<file path="config.mk">
export PLATFORM = sky130hd
export DESIGN_NAME = alu_result_stage_flat
export DESIGN_NICKNAME = d
export VERILOG_FILES = /design/src/rtl/alu_result_stage_pkg.sv /design/src/rtl/alu_result_stage_if.sv /design/src/rtl/alu_result_stage_con_ff_logic.sv /design/src/rtl/alu_result_stage.sv /design/src/flat_wrapper.sv
export SDC_FILE = /design/constraint.sdc
export NUM_CORES = 1
export LEC_CHECK = 0
export ABC_AREA = 1
export CAP_MARGIN = 40
export CORE_AREA = 4 4 170 172
export CTS_CLUSTER_DIAMETER = 30
export CTS_CLUSTER_SIZE = 25
export DETAILED_ROUTE_END_ITERATION = 16
export DIE_AREA = 0 0 174 176
export MAX_ROUTING_LAYER = met4
export PLACE_DENSITY = 0.44
export SETUP_SLACK_MARGIN = 0.15
export SLEW_MARGIN = 20
export SYNTH_ARGS = -nofsm -noshare
export SYNTH_HDL_FRONTEND = slang
export SYNTH_SLANG_ARGS = --single-unit
</file>
<file path="constraint.sdc">
create_clock -name Clock -period 4.4 [get_ports Clock]
set_clock_uncertainty 0.2 [all_clocks]
set_input_delay 0.88 -clock Clock [delete_from_list [all_inputs] [get_ports Clock]]
set_output_delay 0.88 -clock Clock [all_outputs]
set_load 0.02 [all_outputs]
</file>
<file path="src/rtl/alu_result_stage_pkg.sv">
// Shared ALU select codes and the HI/LO commit state type.
// Also used by the ALU that produces reg_C.
package alu_result_stage_pkg;

  localparam int DATA_W = 32;

  localparam logic [4:0] OP_MUL  = 5'b00010;
  localparam logic [4:0] OP_DIV  = 5'b00011;
  localparam logic [4:0] OP_BRZR = 5'b10101;
  localparam logic [4:0] OP_BRNZ = 5'b10110;
  localparam logic [4:0] OP_BRMI = 5'b10111;
  localparam logic [4:0] OP_BRPL = 5'b11000;
  localparam logic [4:0] OP_MFHI = 5'b11011;
  localparam logic [4:0] OP_MFLO = 5'b11100;

  typedef enum logic {
    IDLE   = 1'b0,
    COMMIT = 1'b1
  } hilo_state_t;

  function automatic logic is_muldiv(
    input logic [4:0] code
  );
    return (code == OP_MUL) ||
           (code == OP_DIV);
  endfunction

endpackage

</file>
<file path="src/rtl/alu_result_stage_if.sv">
// Control/data bundle between the datapath sequencer and alu_result_stage.
// Flag outputs exist only when ALU_RESULT_FLAGS_EN is defined.
interface alu_result_stage_if #(
  parameter int DATA_W = 32
);
  logic [4:0]          Control;
  logic [2*DATA_W-1:0] alu_C;
  logic                Z_in;
  logic                Zlow_out;
  logic                Zhigh_out;
  logic                LO_out;
  logic                HI_out;
  logic                con_in;
  logic [DATA_W-1:0]   con_val;
  logic [DATA_W-1:0]   bus_out;
  logic                bus_drive;
  logic                CON;
  logic                hilo_busy;
  logic                z_valid;
`ifdef ALU_RESULT_FLAGS_EN
  logic                flag_z;
  logic                flag_n;
`endif

  modport master (
    output Control, alu_C, Z_in,
    output Zlow_out, Zhigh_out,
    output LO_out, HI_out,
    output con_in, con_val,
    input  bus_out, bus_drive,
    input  CON, hilo_busy, z_valid
`ifdef ALU_RESULT_FLAGS_EN
    , input flag_z, flag_n
`endif
  );

  modport slave (
    input  Control, alu_C, Z_in,
    input  Zlow_out, Zhigh_out,
    input  LO_out, HI_out,
    input  con_in, con_val,
    output bus_out, bus_drive,
    output CON, hilo_busy, z_valid
`ifdef ALU_RESULT_FLAGS_EN
    , output flag_z, flag_n
`endif
  );

endinterface

</file>
<file path="src/rtl/alu_result_stage_con_ff_logic.sv">
// Branch condition decode and the CON flip-flop.
module con_ff_logic #(
  parameter int DATA_W = 32
) (
  input  logic              Clock,
  input  logic              Clear,
  input  logic [4:0]        Control,
  input  logic              con_in,
  input  logic [DATA_W-1:0] con_val,
  output logic              CON
);
  import alu_result_stage_pkg::*;

  logic taken;
  logic con_q;

  always_comb begin
    taken = 1'b0;
    unique case (Control)
      OP_BRZR: taken = (con_val == '0);
      OP_BRNZ: taken = (con_val != '0);
      OP_BRMI: taken = con_val[DATA_W-1];
      OP_BRPL: taken = ~con_val[DATA_W-1];
      default: taken = 1'b0;
    endcase
  end

  always_ff @(posedge Clock or posedge Clear) begin
    if (Clear) begin
      con_q <= 1'b0;
    end else if (con_in) begin
      con_q <= taken;
    end
  end

  assign CON = con_q;

endmodule

</file>
<file path="src/rtl/alu_result_stage.sv">
// ALU result stage: Z register, HI/LO commit FSM, mfhi/mflo bypass, CON.
// Define ALU_RESULT_FLAGS_EN to add registered flag_z/flag_n outputs.
module alu_result_stage #(
  parameter int DATA_W = 32
) (
  input  logic            Clock,
  input  logic            Clear,
  alu_result_stage_if.slave bus
);
  import alu_result_stage_pkg::*;

  localparam int ZW = 2 * DATA_W;

  hilo_state_t       state;
  hilo_state_t       state_next;
  logic [ZW-1:0]     z;
  logic [ZW-1:0]     z_next;
  logic [DATA_W-1:0] hi;
  logic [DATA_W-1:0] lo;
  logic [DATA_W-1:0] hi_src;
  logic [DATA_W-1:0] lo_src;
  logic              z_valid_q;
  logic              muldiv;
  logic              commit;
  logic              con;

  assign muldiv = is_muldiv(bus.Control);

  always_ff @(posedge Clock or posedge Clear) begin
    if (Clear) begin
      state <= IDLE;
    end else begin
      state <= state_next;
    end
  end

  always_comb begin
    state_next = IDLE;
    commit     = 1'b0;
    unique case (state)
      IDLE: begin
        if (bus.Z_in && muldiv) state_next = COMMIT;
      end
      COMMIT: begin
        commit = 1'b1;
        if (bus.Z_in && muldiv) state_next = COMMIT;
      end
      default: state_next = IDLE;
    endcase
  end

  // Z still holds the result being committed, so forward it.
  always_comb begin
    hi_src = hi;
    lo_src = lo;
    if (commit) begin
      hi_src = z[ZW-1:DATA_W];
      lo_src = z[DATA_W-1:0];
    end
  end

  always_comb begin
    z_next = bus.alu_C;
    unique case (bus.Control)
      OP_MFHI: z_next = {{DATA_W{1'b0}}, hi_src};
      OP_MFLO: z_next = {{DATA_W{1'b0}}, lo_src};
      default: z_next = bus.alu_C;
    endcase
  end

  always_ff @(posedge Clock or posedge Clear) begin
    if (Clear) begin
      z         <= '0;
      z_valid_q <= 1'b0;
    end else if (bus.Z_in) begin
      z         <= z_next;
      z_valid_q <= 1'b1;
    end
  end

  always_ff @(posedge Clock or posedge Clear) begin
    if (Clear) begin
      hi <= '0;
      lo <= '0;
    end else if (commit) begin
      hi <= z[ZW-1:DATA_W];
      lo <= z[DATA_W-1:0];
    end
  end

`ifdef ALU_RESULT_FLAGS_EN
  logic flag_z_q;
  logic flag_n_q;

  always_ff @(posedge Clock or posedge Clear) begin
    if (Clear) begin
      flag_z_q <= 1'b0;
      flag_n_q <= 1'b0;
    end else if (bus.Z_in) begin
      if (muldiv) begin
        flag_z_q <= (z_next == '0);
        flag_n_q <= z_next[ZW-1];
      end else begin
        flag_z_q <= (z_next[DATA_W-1:0] == '0);
        flag_n_q <= z_next[DATA_W-1];
      end
    end
  end

  assign bus.flag_z = flag_z_q;
  assign bus.flag_n = flag_n_q;
`endif

  always_comb begin
    bus.bus_out   = '0;
    bus.bus_drive = bus.Zlow_out | bus.Zhigh_out |
                    bus.LO_out | bus.HI_out;
    if (bus.Zlow_out) begin
      bus.bus_out = z[DATA_W-1:0];
    end else if (bus.Zhigh_out) begin
      bus.bus_out = z[ZW-1:DATA_W];
    end else if (bus.LO_out) begin
      bus.bus_out = lo;
    end else if (bus.HI_out) begin
      bus.bus_out = hi;
    end
  end

  con_ff_logic #(
    .DATA_W (DATA_W)
  ) u_con (
    .Clock   (Clock),
    .Clear   (Clear),
    .Control (bus.Control),
    .con_in  (bus.con_in),
    .con_val (bus.con_val),
    .CON     (con)
  );

  assign bus.CON       = con;
  assign bus.hilo_busy = (state == COMMIT);
  assign bus.z_valid   = z_valid_q;

endmodule

</file>
<file path="src/flat_wrapper.sv">
// flat-port wrapper written by rule: the top's interface ports become plain ports
module alu_result_stage_flat import alu_result_stage_pkg::*;
#(
  parameter int DATA_W = 32
)
  (Clock, Clear, bus_Control, bus_alu_C, bus_Z_in, bus_Zlow_out, bus_Zhigh_out, bus_LO_out, bus_HI_out, bus_con_in, bus_con_val, bus_bus_out, bus_bus_drive, bus_CON, bus_hilo_busy, bus_z_valid);
  alu_result_stage_if #(.DATA_W(DATA_W)) bus_i ();
  input  logic Clock;
  input  logic Clear;
  input wire logic [$bits(bus_i.Control)-1:0] bus_Control;
  input wire logic [$bits(bus_i.alu_C)-1:0] bus_alu_C;
  input wire logic [$bits(bus_i.Z_in)-1:0] bus_Z_in;
  input wire logic [$bits(bus_i.Zlow_out)-1:0] bus_Zlow_out;
  input wire logic [$bits(bus_i.Zhigh_out)-1:0] bus_Zhigh_out;
  input wire logic [$bits(bus_i.LO_out)-1:0] bus_LO_out;
  input wire logic [$bits(bus_i.HI_out)-1:0] bus_HI_out;
  input wire logic [$bits(bus_i.con_in)-1:0] bus_con_in;
  input wire logic [$bits(bus_i.con_val)-1:0] bus_con_val;
  output wire logic [$bits(bus_i.bus_out)-1:0] bus_bus_out;
  output wire logic [$bits(bus_i.bus_drive)-1:0] bus_bus_drive;
  output wire logic [$bits(bus_i.CON)-1:0] bus_CON;
  output wire logic [$bits(bus_i.hilo_busy)-1:0] bus_hilo_busy;
  output wire logic [$bits(bus_i.z_valid)-1:0] bus_z_valid;
  assign bus_i.Control = bus_Control;
  assign bus_i.alu_C = bus_alu_C;
  assign bus_i.Z_in = bus_Z_in;
  assign bus_i.Zlow_out = bus_Zlow_out;
  assign bus_i.Zhigh_out = bus_Zhigh_out;
  assign bus_i.LO_out = bus_LO_out;
  assign bus_i.HI_out = bus_HI_out;
  assign bus_i.con_in = bus_con_in;
  assign bus_i.con_val = bus_con_val;
  assign bus_bus_out = bus_i.bus_out;
  assign bus_bus_drive = bus_i.bus_drive;
  assign bus_CON = bus_i.CON;
  assign bus_hilo_busy = bus_i.hilo_busy;
  assign bus_z_valid = bus_i.z_valid;
  alu_result_stage #(.DATA_W(DATA_W)) u_core (.Clock(Clock), .Clear(Clear), .bus(bus_i));
endmodule
</file>
==> impl_metrics.toml <==
[run_status]
outcome = "complete, no violations"

[grt]
use_met3_pct = 3.43
grt_pass1_wl_um = 33900
grt.met2_usage_pct = 22.2
grt_antenna_before_repair = 1
overflow = 0
grt_max_degree = 132
grt_use_total_pct = 14.2
busiest_layer = "met2"
grtUsageMet1_pct = 19.0
first_global_vias = 6256

[pwr]
pwr-share-seq_pct = 40.5
switchingPower_w = 0.00102
p_leak_nw = 3.79
internal_power_w = 0.00261
totalPowerFinal_w = 0.00363
p_per_area_mw_per_mm2 = 399
p_sw_share_pct = 28.1
ir_drop_v = 0.000235
comb_power_share_pct = 18.1
clkPwrFrac_pct = 41.4

[drt]
drc = 0
vias = 6136
viasPerCell = 4.56
wl_per_cell_um = 15.4
wl_um = 20800
ant_nets = 0
drt_iter0_markers = 477
drt_pass1_iterations = 7

[placement]
hpwl_um = 12900
place_ws_ns = 0.389
place_congestion = 0.726
dp.cells = 1316
io_buffers = 144

[timing]
holdWs_ns = 0.280
finalCritPeriodShare_pct = 91.0
max_freq_mhz = 250
setup_viol = 0
slew_violations = 0
rsz0062_at_grt = "false"
tns_ns = 0
worst_slew_pin_slew_ns = 0.750
fin_ws_ns = 0.397
hold_viol = 0
fin_crit_ns = 4.00
slew_headroom_pct = 50.0

[die]
row_count = 61
core_area_mm2 = 0.0275
io_pins = 145
dieArea_mm2 = 0.0306
die_y_um = 176
start_util_pct = 24.5
chipWidth_um = 174

[synthesis]
synthDistinctLibCells = 25
synth_top_cell_by_area = "dfrtp_1"
synthCells = 870
ys_seq_area_share_pct = 48.6
syn_avg_cell_area_um2 = 7.75
syn-num-nets = 979
ys_top_cells_by_area = "dfrtp_1, o21ai_0, nand2_1"
synth_warnings = 0
yosys.area.top_type_share_pct = 48.6
netlist_area_mm2 = 0.00674
ys_ff_latch = 131

[cells_and_area]
final_cell_mix = "nand2_1, o21ai_0, clkdlybuf4s50_1"
final_common_cell = "nand2_1"
fin_cells = 1347
drive_gt1_share_pct = 7.90
synthToLayoutAreaGrowth_pct = 35.2
nets = 1098

[critical_path]
critPathLaunchType = "input pin"
max_stage_delay_ns = 0.65
arrival_ns = 2.92
cp-startpoint = "bus_LO_out"
crit_buf_inv = 4
worstPathRequired_ns = 3.32
crit_family = "buffers and inverters"
worstReg2RegStart = "u_core.bus.hilo_busy"
cp_max_fo = 18
crit_chain = "clkdlybuf4s50_1 > inv_1 > buf_4 > o221ai_1 > o21ai_0 > o21ai_0 > clkdlybuf4s50_1"
cp-end-kind = "primary output"
crit_type = "input pin to primary output"
cp_slowest_cell = "clkdlybuf4s50_1"

[min_path]
worstHoldPathType = "flop to flop"
min_from = "u_core.bus.z_valid"

[clock_tree]
cts_buffer_depth = 2
clock_sinks = 131
cts_resized = 0
cts_hold_buffers = 0
cts_buffers = 17
htree_levels = 4
root_buffer = "clkbuf_16"
cts_tree = "built"
insertion_delay_ns = 0.42
post_cts_buffers = 0
clk_pin_slew_ns = 0.07

[flow_run]
maxCapViolCount = 0
==> cell usage after synthesis, drive strengths merged <==
| cell type | count |
|---|---|
| nand4 | 1 |
| o221ai | 31 |
| or2 | 1 |
| dfrtp | 131 |
| o211ai | 1 |
| inv | 108 |
| nor3 | 2 |
| nand3 | 68 |
| buf | 25 |
| nor2 | 93 |
| o21ai | 158 |
| nor4 | 1 |
| clkbuf | 34 |
| a31oi | 1 |
| a21oi | 35 |
| nand2 | 179 |
| nor3b | 1 |
==> path summary, 6_finish.rpt <==
check | endpoint | slack [ns] | cells past startpoint
min in group asynchronous | u_core.z[8] | 0.86 | 3
worst max-delay path | bus_bus_out[19] | 0.40 | 7
worst min register to register | u_core.bus.z_valid | 0.28 | 1
worst min-delay path | u_core.bus.z_valid | 0.28 | 1
max in group asynchronous | u_core.bus.hilo_busy | 2.54 | 3
worst max register to register | u_core.z[14] | 1.97 | 6
==> registers in the layout, summed over array words and instances, names as in the netlist <==
signal / count
u_core.bus.hilo_busy: 1
u_core.bus.z_valid: 1
u_core.hi: 32
u_core.lo: 32
u_core.u_con.CON: 1
u_core.z: 64
==> routing by layer <==
layer	share of wire (%)	up-vias
met1	48	2903
li1	-	3071
met4	1.1	0
met3	5.2	12
met2	45	150
met5	0	-
==> final cells by class <==
type,instances,area [um2]
fill,2934,18400
sequential,131,3280
multi-input combinational,572,2760
timing repair buffer,159,1610
tap,346,433
clock buffer,17,425
inverter,108,409
clock inverter,13,188
antenna,1,2.50
==> cell families (layout without fill, tap and decap cells) <==
logic type / count (synthesis) / after routing / synth area share, %
simple gates: 346 / 346 / 21.1
compound gates: 226 / 226 / 19.8
buf+inv: 167 / 297 / 10.5
flops: 131 / 131 / 48.6
other cells: 0 / 1 / 0
==> metrics by stage <==
stage,instance area (um2),util [%]
detailed placement,8500,30.9
CTS,9110,33.2
global route,9110,33.2
floorplan,6740,-
finish,9110,33.2
global placement,8500,30.9
==> power groups by stage <==
stage	clock (W)	sequential, W	combinational (W)
floorplan	0	0.00147	0.000392
global route	0.00161	0.00149	0.000750
finish	0.00150	0.00147	0.000659
global placement	0	0.00149	0.000665
CTS	0.00155	0.00147	0.000671
detailed placement	0	0.00149	0.000667
No activity file was read; power rests on OpenSTA's default activity.
==> patch (same flow settings) <==
`DATA_W` is set to 32 in 5 places; all go to 24.
--- a/src/rtl/alu_result_stage_pkg.sv
+++ b/src/rtl/alu_result_stage_pkg.sv
@@ -3,5 +3,5 @@
 package alu_result_stage_pkg;
 
-  localparam int DATA_W = 32;
+  localparam int DATA_W = 24;
 
   localparam logic [4:0] OP_MUL  = 5'b00010;
--- a/src/rtl/alu_result_stage_if.sv
+++ b/src/rtl/alu_result_stage_if.sv
@@ -2,5 +2,5 @@
 // Flag outputs exist only when ALU_RESULT_FLAGS_EN is defined.
 interface alu_result_stage_if #(
-  parameter int DATA_W = 32
+  parameter int DATA_W = 24
 );
   logic [4:0]          Control;
--- a/src/rtl/alu_result_stage_con_ff_logic.sv
+++ b/src/rtl/alu_result_stage_con_ff_logic.sv
@@ -1,5 +1,5 @@
 // Branch condition decode and the CON flip-flop.
 module con_ff_logic #(
-  parameter int DATA_W = 32
+  parameter int DATA_W = 24
 ) (
   input  logic              Clock,
--- a/src/rtl/alu_result_stage.sv
+++ b/src/rtl/alu_result_stage.sv
@@ -2,5 +2,5 @@
 // Define ALU_RESULT_FLAGS_EN to add registered flag_z/flag_n outputs.
 module alu_result_stage #(
-  parameter int DATA_W = 32
+  parameter int DATA_W = 24
 ) (
   input  logic            Clock,
--- a/src/flat_wrapper.sv
+++ b/src/flat_wrapper.sv
@@ -2,5 +2,5 @@
 module alu_result_stage_flat import alu_result_stage_pkg::*;
 #(
-  parameter int DATA_W = 32
+  parameter int DATA_W = 24
 )
   (Clock, Clear, bus_Control, bus_alu_C, bus_Z_in, bus_Zlow_out, bus_Zhigh_out, bus_LO_out, bus_HI_out, bus_con_in, bus_con_val, bus_bus_out, bus_bus_drive, bus_CON, bus_hilo_busy, bus_z_valid);
Interface: changed (resized bus_alu_C, bus_bus_out and bus_con_val); port bits go from 145 to 113. No check against the original RTL was run, so the function may have changed too.
==> patch against the original RTL <==
  * Via count shrank 25%
  * Sequential share of layout area grew 0.56 points
  * Total power shrank 34%
  * Setup slack gained 78 ps
  * Die area is the same
  * Final area shrank 26%
  * Routed wire length shrank 20%
  * Synthesized area shrank 26%
  * Critical path depth is the same
  * Sequential cell count shrank 32
==> patch: results (changes against the original RTL) <==
metric,value,unit,change
outcome,finished clean,,
largest net degree at the start of global routing,69,,-48%
clk_lat worst skew,340,ps,-80 ps
Final GP Congestion,0.727,,+0.14%
clock buffer count from CTS,9,,-8
fin nets,821,,-25%
Slew @ Worst Pin,617,ps,-133 ps
r2r worst-path depth,5,,-1
hold crit path type,flop to flop,,
DR WL met2,7.39,mm,-22%
Post-CTS Setup Bufs,0,,unchanged
Largest regs,"u_core.z (48), u_core.hi (24), u_core.lo (24)",,
Slowest Stage Delay on Critical Path,650,ps,about the same
vias in the first global route,4834,,-23%
port bufs,112,,-22%
slowest CP cell,clkdlybuf4s50_1,,
routed metal-1 wirelength,7.99,mm,-21%
detailed placer's ending HPWL,10.7,mm,-17%
seq pwr,1100,µW,-25%
Max Clk Rate,255,MHz,+2.0%
Fill cells,3038,,+3.5%
met2 global-route usage,17.5,%,-4.7 points
Synth top cells by count,"nand2_1, dfrtp_1, o21ai_1",,
Min-Delay Endpoint,u_core.bus.z_valid,,
cell family with most CP delay,buffers and inverters,,
crit path DAT,2850,ps,-70 ps
Resized Gates After CTS,0,,unchanged
first-pass GRT wire length,26.7,mm,-21%
GRT met1 Usage,14.8,%,-4.1 points
WL met3,971,µm,-10%
Synth area leaders,"dfrtp_1, nand2_1, o21ai_1, inv_1, o221ai_1",,
via density per instance,4.22,,-7.3%
register area share after synthesis,49.9,%,+1.3 points
P_comb,519,µW,-21%
Root Buffer,clkbuf_16,,
Lkg Pwr,0.00286,µW,-24%
met3 usage,3.21,%,-0.21 points
Detailed Route Iter0 Violations,317,,-34%
H-tree depth,3,,-1
worst vdd ir,0.143,mV,-39%
antenna violations before repair,1,,unchanged
top_reg_cell synth,dfrtp_1,,
R2R Path End,u_core.z[14],,
"CTS clk-pin slew, worst paths",60,ps,
hold path cells,1,,unchanged
Worst R2R Start,u_core.bus.hilo_busy,,
share of layout cells above drive strength 1,5.13,%,-2.8 points
Internal Power,1680,µW,-36%
Synth cell types,22,,-12%
Total GRT Usage,11.4,%,-2.9 points
reg2reg setup slack,2610,ps,+640 ps
WL per Instance,15.2,µm,-1.5%
1st-pass router iterations,4,,-3
CP max FO,24,,+6
Syn Nets,727,,-26%
==> patch: cell types whose count changed after synthesis, sizes merged, moves of 10 or more <==
cell | before | now
o21ai | 158 | 111
nor2 | 93 | 47
nand3 | 68 | 27
dfrtp | 131 | 99
inv | 108 | 76
a31oi | 1 | 24
nand2 | 179 | 160
clkbuf | 34 | 21
a21oi | 35 | 25
==> patch: area by class of cell <==
type	count	share of cell area, %
clock inverters	3	0.332
well taps	346	6.38
inverters	76	4.24
clock buffers	13	3.84
multi-input cells	424	29.7
repair buffers	126	18.9
flip-flops and latches	99	36.6
diodes	1	0.0369
==> patch: stage by stage <==
step | power (µW) | instances | area, µm² | hold WS [ps] | worst slack [ps]
global placement | 1640 | 1069 | 6450 | 255 | 501
floorplan | 1420 | 642 | 4960 | 266 | 730
global route | 2560 | 1088 | 6780 | 310 | 357
CTS | 2440 | 1087 | 6780 | 282 | 485
detailed placement | 1650 | 1071 | 6500 | 252 | 496
finish | 2390 | 1088 | 6780 | 278 | 475
==> patch: logic make-up (layout without fill, tap and decap cells) <==
| logic type | Yosys count | in the layout | synth area share, % |
|---|---|---|---|
| buf+inv | 119 | 218 | 9.76 |
| other cells | 0 | 1 | 0 |
| simple gates | 240 | 240 | 19.4 |
| compound gates | 184 | 184 | 21.0 |
| flops | 99 | 99 | 49.9 |
==> patch: worst max-delay path by stage <==
| stage | start | to | slack (ps) | cells after the start |
|---|---|---|---|---|
| detailed placement | bus_HI_out | bus_bus_out[9] | 500 | 7 |
| finish | bus_HI_out | bus_bus_out[20] | 470 | 7 |
| global placement | bus_HI_out | bus_bus_out[9] | 500 | 7 |
| CTS | bus_HI_out | bus_bus_out[9] | 490 | 7 |
| floorplan | Clear | u_core.bus.hilo_busy | 730 | 1 |
| global route | bus_HI_out | bus_bus_out[23] | 360 | 7 |
